--- config.mk ---
export PLATFORM = sky130hd
export DESIGN_NAME = adc_average_multi_flat
export DESIGN_NICKNAME = d
export VERILOG_FILES = /design/src/rtl/adc_average_multi_if.sv /design/src/rtl/adc_average_multi.sv /design/src/flat_wrapper.sv
export SDC_FILE = /design/constraint.sdc
export NUM_CORES = 1
export LEC_CHECK = 0
export ABC_CLOCK_PERIOD_IN_PS = 4750
export CORE_ASPECT_RATIO = 1.25
export CORE_MARGIN = 2
export CORE_UTILIZATION = 56
export CTS_CLUSTER_DIAMETER = 80
export DETAILED_ROUTE_END_ITERATION = 10
export PLACE_DENSITY = 0.84
export SLEW_MARGIN = 15
export SYNTH_ARGS = -nofsm -noshare
export SYNTH_HDL_FRONTEND = slang
export SYNTH_SLANG_ARGS = --single-unit
--- constraint.sdc ---
create_clock -name CLK -period 4.75 [get_ports CLK]
set_input_delay 0.95 -clock CLK [delete_from_list [all_inputs] [get_ports CLK]]
set_output_delay 0.95 -clock CLK [all_outputs]
set_load 0.05 [all_outputs]
--- src/rtl/adc_average_multi_if.sv ---
// Stream-side bundle for the multi-channel ADC averager: control, sample input and averaged output.
interface adc_average_multi_if #(
  parameter int ADC_WIDTH = 12,
  parameter int N_CH      = 2,
  parameter int LW        = 4
);
  logic                      EN;
  logic [LW-1:0]             LOG2_LEN;
  logic                      IN_VALID;
  logic [N_CH*ADC_WIDTH-1:0] DATA_IN;
  logic                      OUT_VALID;
  logic [N_CH*ADC_WIDTH-1:0] DATA_OUT;
  logic                      BUSY;

  modport master (
    output EN, LOG2_LEN, IN_VALID, DATA_IN,
    input  OUT_VALID, DATA_OUT, BUSY
  );

  modport slave (
    input  EN, LOG2_LEN, IN_VALID, DATA_IN,
    output OUT_VALID, DATA_OUT, BUSY
  );
endinterface

--- src/rtl/adc_average_multi.sv ---
// Boxcar averager over 2^L valid samples per channel; strobe one cycle after the closing sample, no backpressure.
// Define ADC_AVG_ROUND_EN for round-half-up of the average instead of truncation toward -inf.
module adc_average_multi #(
  parameter int ADC_WIDTH = 12,
  parameter int N_CH      = 2,
  parameter int MAX_LOG2  = 10,
  parameter int LW        = 4
) (
  input  logic                 CLK,
  input  logic                 RST,
  adc_average_multi_if.slave   bus
);
  localparam int AW = ADC_WIDTH + MAX_LOG2;

  typedef enum logic {IDLE = 1'b0, ACC = 1'b1} state_t;

  state_t                    state_q, state_d;
  logic signed [AW-1:0]      acc_q [N_CH];
  logic signed [AW-1:0]      acc_d [N_CH];
  logic signed [AW-1:0]      smp_ext [N_CH];
  logic signed [AW-1:0]      sum [N_CH];
  logic [MAX_LOG2-1:0]       cnt_q, cnt_d, cnt_max;
  logic [LW-1:0]             l_q, l_d, l_clamp;
  logic                      out_valid_q, out_valid_d;
  logic [N_CH*ADC_WIDTH-1:0] data_out_q, data_out_d;
  logic                      closing;
`ifdef ADC_AVG_ROUND_EN
  logic signed [AW-1:0]      rnd;
`endif

  assign l_clamp = (bus.LOG2_LEN > LW'(MAX_LOG2)) ? LW'(MAX_LOG2) : bus.LOG2_LEN;

  // Last counter value of the window: 2^L-1, i.e. the low L bits set.
  always_comb begin
    cnt_max = '0;
    for (int i = 0; i < MAX_LOG2; i++) cnt_max[i] = (i < int'(l_q));
  end

`ifdef ADC_AVG_ROUND_EN
  always_comb begin
    rnd = '0;
    for (int i = 0; i < AW; i++) rnd[i] = (i + 1 == int'(l_q));
  end
`endif

  assign closing = (state_q == ACC) && bus.EN && bus.IN_VALID && (cnt_q == cnt_max);

  always_comb begin
    for (int k = 0; k < N_CH; k++) begin
      smp_ext[k] = {{MAX_LOG2{bus.DATA_IN[k*ADC_WIDTH + ADC_WIDTH - 1]}},
                    bus.DATA_IN[k*ADC_WIDTH +: ADC_WIDTH]};
`ifdef ADC_AVG_ROUND_EN
      sum[k] = acc_q[k] + smp_ext[k] + rnd;
`else
      sum[k] = acc_q[k] + smp_ext[k];
`endif
    end
  end

  // State register and datapath flops
  always_ff @(posedge CLK or posedge RST) begin
    if (RST) begin
      state_q     <= IDLE;
      cnt_q       <= '0;
      l_q         <= '0;
      out_valid_q <= 1'b0;
      data_out_q  <= '0;
      for (int k = 0; k < N_CH; k++) acc_q[k] <= '0;
    end else begin
      state_q     <= state_d;
      cnt_q       <= cnt_d;
      l_q         <= l_d;
      out_valid_q <= out_valid_d;
      data_out_q  <= data_out_d;
      for (int k = 0; k < N_CH; k++) acc_q[k] <= acc_d[k];
    end
  end

  always_comb begin
    state_d = state_q;
    case (state_q)
      IDLE:    if (bus.EN)  state_d = ACC;
      ACC:     if (!bus.EN) state_d = IDLE;
      default: state_d = IDLE;
    endcase
  end

  always_comb begin
    cnt_d       = cnt_q;
    l_d         = l_q;
    out_valid_d = 1'b0;
    data_out_d  = data_out_q;
    for (int k = 0; k < N_CH; k++) acc_d[k] = acc_q[k];

    if (state_q == IDLE || !bus.EN) begin
      // Idle or aborted window: partial sums are discarded, DATA_OUT is kept.
      cnt_d = '0;
      for (int k = 0; k < N_CH; k++) acc_d[k] = '0;
      if (state_q == IDLE && bus.EN) l_d = l_clamp;
    end else if (bus.IN_VALID) begin
      if (closing) begin
        cnt_d       = '0;
        out_valid_d = 1'b1;
        l_d         = l_clamp;
        for (int k = 0; k < N_CH; k++) begin
          data_out_d[k*ADC_WIDTH +: ADC_WIDTH] = ADC_WIDTH'(sum[k] >>> l_q);
          acc_d[k] = '0;
        end
      end else begin
        cnt_d = cnt_q + MAX_LOG2'(1);
        for (int k = 0; k < N_CH; k++) acc_d[k] = acc_q[k] + smp_ext[k];
      end
    end
  end

  always_comb begin
    bus.BUSY      = (state_q == ACC);
    bus.OUT_VALID = out_valid_q;
    bus.DATA_OUT  = data_out_q;
  end
endmodule
--- src/flat_wrapper.sv ---
// flat-port wrapper written by rule: the top's interface ports become plain ports
module adc_average_multi_flat 
#(
  parameter int ADC_WIDTH = 12,
  parameter int N_CH      = 2,
  parameter int MAX_LOG2  = 10,
  parameter int LW        = 4
)
  (CLK, RST, bus_EN, bus_LOG2_LEN, bus_IN_VALID, bus_DATA_IN, bus_OUT_VALID, bus_DATA_OUT, bus_BUSY);
  adc_average_multi_if #(.ADC_WIDTH(ADC_WIDTH), .N_CH(N_CH), .LW(LW)) bus_i ();
  input  logic CLK;
  input  logic RST;
  input wire logic [$bits(bus_i.EN)-1:0] bus_EN;
  input wire logic [$bits(bus_i.LOG2_LEN)-1:0] bus_LOG2_LEN;
  input wire logic [$bits(bus_i.IN_VALID)-1:0] bus_IN_VALID;
  input wire logic [$bits(bus_i.DATA_IN)-1:0] bus_DATA_IN;
  output wire logic [$bits(bus_i.OUT_VALID)-1:0] bus_OUT_VALID;
  output wire logic [$bits(bus_i.DATA_OUT)-1:0] bus_DATA_OUT;
  output wire logic [$bits(bus_i.BUSY)-1:0] bus_BUSY;
  assign bus_i.EN = bus_EN;
  assign bus_i.LOG2_LEN = bus_LOG2_LEN;
  assign bus_i.IN_VALID = bus_IN_VALID;
  assign bus_i.DATA_IN = bus_DATA_IN;
  assign bus_OUT_VALID = bus_i.OUT_VALID;
  assign bus_DATA_OUT = bus_i.DATA_OUT;
  assign bus_BUSY = bus_i.BUSY;
  adc_average_multi #(.ADC_WIDTH(ADC_WIDTH), .N_CH(N_CH), .MAX_LOG2(MAX_LOG2), .LW(LW)) u_core (.CLK(CLK), .RST(RST), .bus(bus_i));
endmodule
# After elaboration in Yosys (flattened, before gate mapping)
# Index checks and enable logic that the tools add are counted.
# W data, S select, Z words.
word_totals:
  wordCells: 52
  register_bits: 84
  output_inout_bits: 26
op_classes:
  order_cmp: 11
  shift: 2
  bitwise: 2
  n_reduce_logical: 10
  n_mux: 15
  eq_ne: 2
  n_addsub: 3
ops:
  columns: ["op", "count"]
  rows:
  - ["$mux W44", 3]
  - ["$add A22 B12 Y22", 2]
  - ["$sshr A22 B4 Y12", 2]
  - ["$mux W10", 3]
  - ["$mux W4", 5]
  - ["$lt A3 B4 Y1 const A", 4]
  - ["$add A10 B1 Y10 const B", 1]
  - ["$eq A10 B10 Y1", 1]
  - ["$lt A1 B4 Y1 const A", 2]
  - ["$lt A2 B4 Y1 const A", 2]
  - ["$lt A4 B4 Y1 const A", 2]
  - ["$reduce_and A3 Y1", 2]
  - ["$gt A4 B4 Y1 const B", 1]
  - ["$logic_and A1 B1 Y1", 4]
  - ["$mux W1", 4]
  - ["$reduce_bool A2 Y1", 2]
  - ["$ne A2 B2 Y1 const B", 1]
  - ["$not A1 Y1", 2]
  - ["$logic_not A1 Y1", 1]
  - ["$logic_or A1 B1 Y1", 1]

# Depth between registers and ports, before layout
# Gate-level depths: netlist of the first run.
depth:
  ltp_word: 6
  mapped_depth: 12

# Worst setup path before layout of the first run
# Ideal clock, no wire load.
synth_path:
  path_type: "input-to-reg"
  from: "input bus_DATA_IN[0]"
  to: "register u_core.data_out_q[4] (netlist: u_core.bus.DATA_OUT[4])"
  path_stages: 10
  arrival_ns: 3.949
  path_buffers: 0
  setup_slack_ns: 0.676
  cell_sequence: "ha_1 > fa_1 > a211oi_2 > o21ai_0 > a221o_1 > a221oi_4 > xnor2_1 > mux4_2 > mux4_2 > mux2_4"
synth_via:
  elab_chain_cells: 2
synth_rtl:
  columns: ["item", "line", "text"]
  rows:
  - ["start: declaration", "flat_wrapper.sv:16", "input wire logic [$bits(bus_i.DATA_IN)-1:0] bus_DATA_IN;"]
  - ["$add A22 B12 Y22", "adc_average_multi.sv:55", "sum[k] = acc_q[k] + smp_ext[k];"]
  - ["$sshr A22 B4 Y12", "adc_average_multi.sv:106", "data_out_d[k*ADC_WIDTH +: ADC_WIDTH] = ADC_WIDTH'(sum[k] >>> l_q);"]
  - ["end signal: assignment", "adc_average_multi.sv:74", "data_out_q <= data_out_d;"]
  - ["end: declaration", "adc_average_multi.sv:25", "logic [N_CH*ADC_WIDTH-1:0] data_out_q, data_out_d;"]
# Every way passes these cells.
# A chain may end at the register's enable or synchronous reset.

# Worst setup path after layout of the first run
# Ends and elaborated chain as after synthesis.

==> results by group, run 1 <==
Synthesis
  – Cells after synthesis: 982
  – Avg Inst Size Synth: 8.23 sq um
  – Top FF cell, synth: dfrtp_1
  – Ys async rst share: 100%
  – Post-Syn Area: 8090 sq um
  – #FFs+latches synth: 84
  – Synth top area share: 26.0%
  – Yosys warns: 0
  – Count leader, synth: nand2_1
  – Distinct cells, synth: 73
  – Sequential element share of the synthesized area: 26.0%
  – Top post-synthesis cells by count: nand2_1, dfrtp_1, o21ai_0
  – Number of flops mapped to enable cells by yosys: 0
  – Syn Nets: 1059
  – Cell taking the most area after synthesis: dfrtp_1
  – Most area-consuming cells after synthesis: dfrtp_1, ha_1, o21ai_0, nand2_1, a21oi_1

Final layout
  – Fillcell total: 1227
  – Synth-to-layout area growth: 13.4%
  – Register area: 2100 sq um
  – Fin cells: roughly 1200
  – Area of the multi-input gates: between 5000 and 6000 sq um
  – Ant. Diodes: 0
  – Layout cells sized above 1: 8.85%
  – Final core area utilization: 64.4%
  – NumNets Final: about 1100

Placement
  – Post-Place Cells: approximately 1200
  – RD Place Congestion: 0.989
  – DPL Wire Length: 18800 um
  – Port buffer count: 57

Power and ir drop
  – Pleak: 0.00389 uW
  – Total power: 2580 uW
  – Pwr per Cell Area: 282 nW/um^2
  – Peak VDD IR: 0.000204 V

Clocking
  – Clk_lat worst skew: 360 ps
  – H-Tree Level Count: 3
  – Reg clk slew, reported paths: 70 ps
  – Hold_buf cts: 0
  – Clock root buffer: clkbuf_16
  – CTS max path bufs: 2
  – Clock Sinks: 84
  – Post-CTS Setup Bufs: 0
  – CTS tree: built
  – Cts bufs inserted: 9
  – Post-CTS Resized: 0

Drt
  – Average wire per standard cell: 21.2 um
  – Via/cell ratio: 7.08
  – DR iter-0 viols: 974
  – Post-route antenna net violation count: 0
  – Detailed Route WL: 25400 um
  – DRT Pass-1 Iters: 6
  – Remaining DRCs: 0
  – Via count: 8456

Global routing
  – Global-route track usage on met1: 39.8%
  – GRT Overall Usage: 32.9%
  – Busiest grt layer: met2
  – Antenna violations before repair: 0
  – Total global routing overflow: 0
  – First-pass GRT wire length: 41300 um
  – Vias in the first global route: between 8000 and 9000
  – Largest net degree at the start of global routing: 56
  – Grt met2 use: 56.1%
  – Met3 Usage GRT: 4.95%

Die
  – Initial Util: 56.8%
  – Core Box Area: approximately 14000 sq um
  – Die area: 15400 sq um
  – Die X: about 110 um
  – FP Rows: 49
  – Io pins: 58
  – Die Ht: 138 um

Timing
  – Max-slew headroom: 39.6%
  – Fin. max-slew vios: 0
  – Worst Tran Pin Value: between 800 and 900 ps
  – Fmax: 0.232 GHz
  – Period utilization: between 90% and 100%
  – RSZ-0062 raised after global routing: no
  – Clk_skew: 4.84 ps
  – Min Tclk post-route: 4300 ps
  – Final Hold Viols: 0
  – Setup_tns: 0 ps
  – # setup viols final: 0

Setup path
  – Most numerous cell on the critical path: mux4_2
  – CP max stage delay: 480 ps
  – CP Class: in2reg
  – Worst setup SP type: input port
  – WP data arrival: between 4000 and 5000 ps
  – CP Data Required Time: 5000 ps
  – Slowest CP cell: mux4_2
  – CP endpoint kind: register
  – Worst-path cell chain: clkdlybuf4s50_1 -> ha_1 -> fa_1 -> a211oi_2 -> o21ai_0 -> a221o_1 -> a221oi_4 -> xnor2_1 -> mux4_2 -> mux4_2 -> mux2_4
  – CP Max Fanout: 3

Status
  – Run status: complete, no violations

Run
  – Max-cap violations: 0

Min path
  – Hold crit path type: reg2reg
-- per-layer routing --
metal | share of wire (%) | vias up
met4 | 5.6 | 0
met1 | 38 | 4060
li1 | - | 3870
met3 | 7.1 | 98
met5 | 0 | -
met2 | 49 | 428
-- path summary, 6_finish.rpt --
path	slack, ps	startpoint	depth (start not counted)	endpoint
min reg2reg	490	u_core.acc_q[2]	2	u_core.acc_q[2]
min in group asynchronous	970	RST	2	u_core.acc_q[26]
max in group asynchronous	2650	RST	3	u_core.cnt_q[3]
max	450	bus_DATA_IN[0]	11	u_core.bus.DATA_OUT[4]
min	490	u_core.acc_q[2]	2	u_core.acc_q[2]
max reg2reg	1070	u_core.acc_q[22]	10	u_core.bus.DATA_OUT[4]
-- metrics by stage --
step,hold slack [ps],area [sq um],setup WS (ps)
after floorplan,454,8090,676
after global placement,467,8860,118
after detailed placement,479,8860,106
after CTS,494,9170,461
after global routing,518,9170,337
final,490,9170,448
-- cells by family (layout without fill, tap and decap cells) --
family                   after synthesis  count (layout)  share of synthesized area [%]
adder cells (fa/ha/maj)               45              45                           7.15
multiplexers                          40              40                           7.27
AND/OR/NAND/NOR                      312             312                           18.6
AO/OA/AOI/OAI                        379             379                           32.9
XOR/XNOR                              36              36                           3.90
buffers and inverters                 86             121                           4.18
flip-flops                            84              84                           26.0
-- layout by cell type (no fill, tap or decap), drive strengths merged, types with 15 or more instances in the layout --
cell type	instances
a211oi	32
a21o	21
a21oi	71
a22o	34
and2	18
buf	35
clkdlybuf4s50	57
dfrtp	84
ha	43
mux2i	19
nand2	97
nand3	23
nand4	15
nor2	70
nor3	19
o211ai	18
o21ai	73
xnor2	20
xor2	16
-- power by group --
part	switching (uW)	total, uW	internal [uW]	leakage [uW]
clock network	335	749	414	0.000145
registers	40.7	787	746	0.00115
logic	650	1050	399	0.00259
total	1030	2580	1560	0.00389
-- state kept, by name, indices dropped and copies added (netlist names) --
| name | cells |
|---|---|
| u_core.acc_q | 44 |
| u_core.bus.DATA_OUT | 24 |
| u_core.cnt_q | 10 |
| u_core.bus.OUT_VALID | 1 |
| u_core.l_q | 4 |
| u_core.bus.BUSY | 1 |
-- critical path: cells and delay by family --
kind                       cells  cell delay [ps]
adders and majority gates      2              660
AOI/OAI and AO/OA              4             1210
muxes                          3             1200
xor gates and xnor gates       1              130
buffers and inverters          1              400
-- final cells by class --
type	instances	area share (%)
inverters	13	0.546
multi-input cells	812	61.7
clock inverters	6	0.778
repair buffers	92	9.09
flip-flops and latches	84	22.9
clock buffers	10	2.50
well taps	178	2.43
Power figures use the tool's default switching activity.
==> inputs of run 2 (changes only) <==
Settings changed: ABC_CLOCK_PERIOD_IN_PS 4750 to 4500.
Clock period 4.75 ns to 4.5 ns, I/O delays scaled along.
==> run 2 against run 1 <==
Combinational power increased by 11%. Cell area increased by 3.2%. Critical endpoint unchanged. Global-route usage increased by 0.89 points. Total power increased by 6.5%. Hold slack improved by 4.8 ps. Wire length increased by 2.8%. Largest power group unchanged. Utilization increased by 2.1 points.
==> results by group, run 2 (synthesis gave the netlist of run 1 again) <==
Die
  – Io pins: a little under 60
  – FP Rows: 49
  – Die Ht: between 100 and 150 um
  – Initial Util: 56.8%
  – Core Box Area: 14200 sq um
  – Die area: 15400 sq um
  – Die X: approximately 110 um

Clocking
  – CTS max path bufs: 2
  – H-Tree Level Count: 3
  – Clock root buffer: clkbuf_16
  – Clk_lat worst skew: between 300 and 400 ps
  – Reg clk slew, reported paths: 70 ps
  – Post-CTS Resized: 0
  – Hold_buf cts: 0
  – Clock Sinks: 84
  – Post-CTS Setup Bufs: 0
  – Cts bufs inserted: 9
  – CTS tree: built

Final layout
  – Register area: 2100 sq um
  – Area of the multi-input gates: 5660 sq um
  – NumNets Final: between 1000 and 1500
  – Fillcell total: 1209
  – Final core area utilization: between 60% and 70%
  – Commonest non-fill, non-tap cell in the layout: nand2_1
  – Most flops, register: u_core.acc_q
  – Layout cells sized above 1: 12.5%
  – Synth-to-layout area growth: 17.0%
  – Ant. Diodes: 0
  – Most frequent cells in the layout: nand2_1, dfrtp_1, buf_4
  – Max reg flops: 44

Setup path
  – CP Max Fanout: 7
  – CP top delay family: multiplexers
  – Reg2Reg Capture Point: u_core.bus.DATA_OUT[4]
  – Worst setup SP type: input port
  – Reg2reg path depth: 10
  – CP endpoint kind: register
  – Worst-path cell chain: clkdlybuf4s50_1 -> ha_1 -> nand2_1 -> nor4_1 -> nand2_1 -> o32ai_1 -> a21oi_1 -> mux4_2 -> mux4_2 -> mux2_4
  – Worst setup path start: bus_DATA_IN[11]
  – CP Class: in2reg
  – Buf/Inv on CP: 1
  – CP Data Required Time: 4740 ps
  – Worst reg2reg path startpoint: u_core.acc_q[22]
  – Reg2Reg Setup Slack: 880 ps
  – CP max stage delay: 680 ps
  – Slowest CP cell: nor4_1
  – WP data arrival: 4570 ps

Min path
  – Min-delay src: u_core.acc_q[4]
  – Hold Path Cell Cnt: 2
  – Hold crit path type: reg2reg
  – Hold EP: u_core.acc_q[4]

Drt
  – DR iter-0 viols: 974
  – Via/cell ratio: 6.99
  – DRT Pass-1 Iters: 5
  – Average wire per standard cell: 21.1 um
  – Via count: 8641
  – Detailed Route WL: 26100 um
  – Post-route antenna net violation count: 0
  – Remaining DRCs: 0

Global routing
  – Total global routing overflow: 0
  – First-pass GRT wire length: 42500 um
  – GRT Overall Usage: approximately a third
  – Largest net degree at the start of global routing: 55
  – Antenna violations before repair: 0
  – Vias in the first global route: roughly 8200

Timing
  – # setup viols final: 0
  – Setup slack after layout: 175 ps
  – Max-slew headroom: a little over a third
  – Final Hold Viols: 0
  – RSZ-0062 raised after global routing: no
  – Period utilization: 96.1%
  – Fin. max-slew vios: 0
  – Clk_skew: 12.7 ps
  – Worst Tran Pin Value: between 900 and 1000 ps
  – Fmax: roughly 0.23 GHz
  – Setup_tns: 0 ps
  – Min Tclk post-route: 4320 ps

Placement
  – DPL Wire Length: 19700 um
  – RD Place Congestion: 0.984
  – Port buffer count: 57
  – DP Worst Slack: -73.0 ps

Power and ir drop
  – Total power: about 2800 uW
  – Peak VDD IR: 0.000168 V
  – Pleak: 0.00408 uW
  – Pwr per Cell Area: 291 nW/um^2

Status
  – Run status: complete, no violations

Run
  – Max-cap violations: 0
run 2: changes by cell type in the layout (fill, tap and decap cells not counted), sizes merged:
cell and change:
buf +41, bufinv -1, clkinvlp +1
run 2: worst max path at each step:
stage / slack [ps] / depth (start not counted) / end
after global routing: 80 / 10 / u_core.bus.DATA_OUT[4]
after detailed placement: -70 / 10 / u_core.bus.DATA_OUT[4]
after floorplan: 480 / 10 / u_core.bus.DATA_OUT[4]
final: 180 / 10 / u_core.bus.DATA_OUT[4]
after global placement: -30 / 10 / u_core.bus.DATA_OUT[4]
after CTS: 290 / 10 / u_core.bus.DATA_OUT[4]
run 2: layout make-up:
class | count | area share (%)
Multi-Input combinational cell | 812 | 59.8
Sequential cell | 84 | 22.2
Timing Repair Buffer | 133 | 12.1
Clock buffer | 10 | 2.53
Tap cell | 178 | 2.35
Inverter | 13 | 0.529
Clock inverter | 6 | 0.489
run 2: tightest hold or removal path, cell delays in order, from the launching register on:
cell	delay (ps)
dfrtp_1	350
nand2_1	50
o21ai_0	60
run 2: report_power, final:
| group | total [uW] | switching [uW] | internal [uW] | leakage (uW) |
|---|---|---|---|---|
| Sequential | 833 | 46.1 | 787 | 0.00115 |
| Clock | 751 | 357 | 394 | 0.000135 |
| Combinational | 1170 | 709 | 460 | 0.00279 |
run 2: routing by layer:
| layer | up-vias | part of all wire [%] | GRT usage, % |
|---|---|---|---|
| li1 | 3964 | - | - |
| met1 | 4101 | 38 | 40.9 |
| met2 | 442 | 50 | 58.0 |
| met3 | 134 | 6.3 | 4.73 |
| met4 | 0 | 5.9 | 18.4 |
| met5 | - | 0 | 0 |
run 2: metrics by stage:
step	hold WS (ps)	std cells	cell area, sq um
finish	494	1236	9460
detailed placement	483	1220	9170
CTS	498	1236	9460
global placement	468	1220	9170
global route	520	1236	9460
floorplan	454	982	8090
